[src/rtl/lut2_gate_pipe.sv]
// lut2_gate_pipe: pipelined 2-input logic unit.
// Each bit-lane computes y[i] = tt[{a[i], b[i]}]. Results go into a 2-entry
// FIFO that absorbs downstream backpressure. The output side also carries a
// popcount of the head result and a saturating count of completed pops.
//
// Handshake: a transfer happens on a rising edge when valid and ready are
// both high on that interface. Once valid is raised, the producer holds its
// data stable until the transfer completes. in_ready is derived only from
// registered occupancy and rst. It never depends combinationally on
// out_ready, so a full buffer refuses new operands even in a cycle that
// also pops.
module lut2_gate_pipe #(
    parameter int WIDTH = 8,
    parameter int CNT_W = 16
) (
    input  logic                         clk,
    input  logic                         rst,
    input  logic                         in_valid,
    output logic                         in_ready,
    input  logic [WIDTH-1:0]             a,
    input  logic [WIDTH-1:0]             b,
    input  logic [3:0]                   tt,
    output logic                         out_valid,
    input  logic                         out_ready,
    output logic [WIDTH-1:0]             y,
    output logic [$clog2(WIDTH+1)-1:0]   y_ones,
    output logic [CNT_W-1:0]             op_count,
    input  logic                         clear_count
);

    localparam int ONES_W = $clog2(WIDTH + 1);

    logic [WIDTH-1:0] mem [2];
    logic             rd_ptr;
    logic             wr_ptr;
    logic [1:0]       count;
    logic             accept;
    logic             pop;
    logic [WIDTH-1:0] result;

    // Per-lane 4:1 mux. {a,b} selects one bit of the truth table.
    always_comb begin
        result = '0;
        for (int i = 0; i < WIDTH; i++) begin
            result[i] = tt[{a[i], b[i]}];
        end
    end

    // Handshake qualifiers. rst forces both sides idle.
    always_comb begin
        in_ready  = (count < 2'd2) && !rst;
        out_valid = (count != 2'd0) && !rst;
        accept    = in_valid && in_ready;
        pop       = out_valid && out_ready;
    end

    // Occupancy and pointers. Accept plus pop leaves the count unchanged.
    always_ff @(posedge clk) begin
        if (rst) begin
            count  <= 2'd0;
            rd_ptr <= 1'b0;
            wr_ptr <= 1'b0;
        end else begin
            if (accept) wr_ptr <= ~wr_ptr;
            if (pop)    rd_ptr <= ~rd_ptr;
            case ({accept, pop})
                2'b10:   count <= count + 2'd1;
                2'b01:   count <= count - 2'd1;
                default: count <= count;
            endcase
        end
    end

    // Entry storage. The result is captured at accept time, so later tt
    // changes do not affect stored entries. Reset only discards entries by
    // clearing the count.
    always_ff @(posedge clk) begin
        if (accept) mem[wr_ptr] <= result;
    end

    // Head of the buffer, forced to zero when empty or in reset.
    always_comb begin
        y = out_valid ? mem[rd_ptr] : '0;
    end

    // Popcount of the visible result.
    always_comb begin
        y_ones = '0;
        for (int i = 0; i < WIDTH; i++) begin
            y_ones = y_ones + ONES_W'(y[i]);
        end
    end

    // Completed-pop counter. It saturates at all-ones, and a clear wins over
    // a pop in the same cycle.
    always_ff @(posedge clk) begin
        if (rst || clear_count) begin
            op_count <= '0;
        end else if (pop && (op_count != {CNT_W{1'b1}})) begin
            op_count <= op_count + 1'b1;
        end
    end

endmodule
[config.mk]
export PLATFORM = sky130hd
export DESIGN_NAME = lut2_gate_pipe
export DESIGN_NICKNAME = d
export VERILOG_FILES = /design/src/rtl/lut2_gate_pipe.sv
export SDC_FILE = /design/constraint.sdc
export NUM_CORES = 1
export LEC_CHECK = 0
export CAP_MARGIN = 30
export CORE_MARGIN = 5
export CORE_UTILIZATION = 38
export DETAILED_ROUTE_END_ITERATION = 8
export PLACE_DENSITY = 0.65
export SLEW_MARGIN = 10
export SYNTH_ARGS = -nofsm -noshare
export SYNTH_HDL_FRONTEND = slang
export SYNTH_SLANG_ARGS = --single-unit
[constraint.sdc]
create_clock -name clk -period 5.95 [get_ports clk]
set_clock_uncertainty 0.1 [all_clocks]
set_input_delay 1.19 -clock clk [delete_from_list [all_inputs] [get_ports clk]]
set_output_delay 1.19 -clock clk [all_outputs]
set_load 0.03 [all_outputs]
==> impl_results.md, run 1 <==
- Status: completed
- Nets: about 280
- Worst-Margin Slew: 0.755 ns
- Starting DRC count in detailed routing: roughly 110
- Syn nets: approximately 220
- Final Critical Period: 5.73 ns
- Routed WL: between 4 and 5 mm
- Die ar.: 0.00686 sq mm
- DRC: 0
- Vias in the first global route: 1,567
- Tcrit/Tclk final: 96.3%
- DR WL/cell: 13.7 um
- Commonest non-fill, non-tap cells in the layout: clkdlybuf4s50_1 (50), dfxtp_1 (21), inv_1 (16), edfxtp_1 (16)
- Vias: 1,629
- Distinct cell type count after synthesis: 35
- Ys flop type: dfxtp_1
- Met3 routed WL: 239 um
- Critical path class: input pin to primary output
- First-pass GRT wire length: between 7 and 8 mm
- Port Buffers: 54
- Power Dens Cells: approximately 210 mW/mm^2
- Final std cells w/o fill: 316
- Setup TNS: 0 ns
- Max Root-Sink Buffers: 2
- First drt pass iteration count: 4
- Highest routed layer: met4
- R2R setup slack: 3.70 ns
- WL met2: ~2.1 mm
- Seq/Total Area, Yosys: 44.7%
- ANT nets after route: 0
- # rows: 26
- Clk sinks: 37
- Proportion of layout cells with a drive suffix above 1: 12.6%
- DP HPWL: ~3.4 mm
- Worst path bufs/invs: 5
- Critical-path maximum fanout: 8
- CTS tree: built
- Compound-Gate Fraction of Synth Area: 8.39%
- Post-layout util: 52.9%
- Total gr overflow: 0
- Initial Util: 39.2%
- Dpl cells: 308
- Commonest non-fill, non-tap cell in the layout: clkdlybuf4s50_1
- Final worst slack: about 0.22 ns
- Post-Route M1 WL: 1.92 mm
- Worst path slowest cell: fa_1
- Area growth, synth to finish: 35.1%
- Crit path required time: 4.66 ns
- Diode count: 0
- Final GP Congestion: 0.753
- HP Class: flop to flop
- Max incr delay on CP: about 0.54 ns
- Clock-pin transition on the worst setup and hold timing paths: 0.08 ns
- CP endpoint kind: primary output
- Worst VDD drop: 0.118 mV
- Root Driver: clkbuf_8
- Kind of cell adding the most delay to the critical path: adder cells
- Synthesized flop and latch total: 37
- CTS buffer count: 5
- Post-Synth XOR/XNOR Area: 2.17%
- Synthesized cell area: 0.00201 sq mm
- I/O pins: 55
- Most used cell along the critical path: fa_1
- Post-Place Worst Slack: 0.0884 ns
- Worst rel slew slack: 49.2%
- Post-synth EDFFs: 16
- Crit path arrival time: around 4.4 ns
- Highest clock rate: 0.174 GHz
- Largest net degree at the start of global routing: 13
- Chip height: around 83 um
- Cells after Synth: around 190
- Final Setup Violations: 0
- Max Slew Vio Count: 0
- Multiplexer share of the synthesized area: 15.6%
- Gr usage total: 13.0%
- Syn. warnings: 0
- Critical-path cell list: clkdlybuf4s50_1, o21bai_4, nor2_2, fa_1, inv_1, fa_1, inv_1, fa_1, ha_1, inv_1, fa_1, xnor2_1, buf_4
- Via density: 5.16
- Adder-Cell Fraction of Synth Area: 7.08%
- Core ar.: approximately 0.0051 sq mm
- Clock latency at the later pin of the worst-skew pair: 0.28 ns
- Startpoint types: input pin
- Initial antenna violation count: 0
- Asr flop ratio synth: 0%
- Post-Synth Simple-Gate Area: 18.3%
- Hold_buf cts: 0
- Main combinational cell family by area after synthesis: simple AND/OR/NAND/NOR gates
- Htree depth: 2
- Fill count: between 400 and 500
- Die width: 82.8 um
- Final Hold Viols: 0
- Total of max-cap violations: 0
- RSZ-0062 raised after global routing: no
- Avg Cell Area, Syn: 10.8 sq um
- Leak: 0.000914 uW
==> final cells by class <==
class | count | area [sq um] | share of cell area, %
clock buffer | 5 | 68.8 | 2.53
multi-input combinational | 130 | 1050 | 38.5
clock inverter | 3 | 17.5 | 0.644
sequential | 37 | 901 | 33.1
tap | 70 | 87.6 | 3.22
inverter | 16 | 60.1 | 2.21
timing repair buffer | 55 | 538 | 19.8
==> synth_stat cells, drive strengths merged (5+ instances only) <==
cell type  instances  area [sq um]
a21oi             10          50.1
nor2              16          60.1
inv               16          60.1
nor4               7          50.1
nand2             15          56.3
o21ai              5          25.0
or4                5          41.3
mux4               8           180
or3                8          50.1
dfxtp             21           420
ha                 5          62.6
nand4              6          37.5
mux2i             10           100
edfxtp            16           480
==> what timing repair did <==
item / in CTS / in global routing
resized for setup: 0 / 2
setup buffers: 0 / 0
endpoints found under the setup margin: 0 / 2
==> power by group <==
group	switching (uW)	total, uW	internal, uW	leakage [uW]
Combinational	65.8	124	58.1	0.000553
Sequential	6.92	283	276	0.000316
Clock	88.5	169	80.8	0.0000439
Total	161	576	415	0.000914
==> layer usage <==
metal	GRT usage, %	up-vias
li1	-	816
met1	15.7	761
met2	22.4	50
met3	3.47	2
met4	4.01	0
met5	0	-
==> worst paths after layout <==
path,startpoint,to,cells after the start
max,rst,y_ones[2],13
min reg2reg,op_count[6],op_count[6],1
min,op_count[6],op_count[6],1
max reg2reg,count[1],count[1],7
==> logic make-up after synthesis <==
kind of cell / Yosys count
buffers and inverters: 20
adder cells (fa/ha/maj): 9
flip-flops: 37
multiplexers: 21
AND/OR/NAND/NOR: 69
AO/OA/AOI/OAI: 26
XOR/XNOR: 5
==> sequential cells by signal, indices dropped and copies added (netlist names), named ones only <==
register  cells
wr_ptr        1
op_count     16
mem          16
count         2
rd_ptr        1
==> stage by stage <==
| step | area, sq um | hold WS (ns) | total power (uW) |
|---|---|---|---|
| final | 2720 | 0.392 | 576 |
| after global routing | 2720 | 0.432 | 608 |
| after CTS | 2710 | 0.399 | 583 |
| after detailed placement | 2630 | 0.387 | 413 |
| after global placement | 2630 | 0.384 | 411 |
| after floorplan | 2010 | 0.381 | 362 |
Power figures use the tool's default switching activity.
==> run 2: changes to the inputs <==
--- a/config.mk
+++ b/config.mk
@@ -5,12 +5,12 @@
 export SDC_FILE = /design/constraint.sdc
 export NUM_CORES = 1
 export LEC_CHECK = 0
+export ABC_CLOCK_PERIOD_IN_PS = 5950
 export CAP_MARGIN = 30
 export CORE_MARGIN = 5
 export CORE_UTILIZATION = 38
 export DETAILED_ROUTE_END_ITERATION = 8
 export PLACE_DENSITY = 0.65
-export SLEW_MARGIN = 10
 export SYNTH_ARGS = -nofsm -noshare
 export SYNTH_HDL_FRONTEND = slang
 export SYNTH_SLANG_ARGS = --single-unit
==> results of run 2 <==
Same layout as run 1: the final DEF is identical, and so are final timing and power.
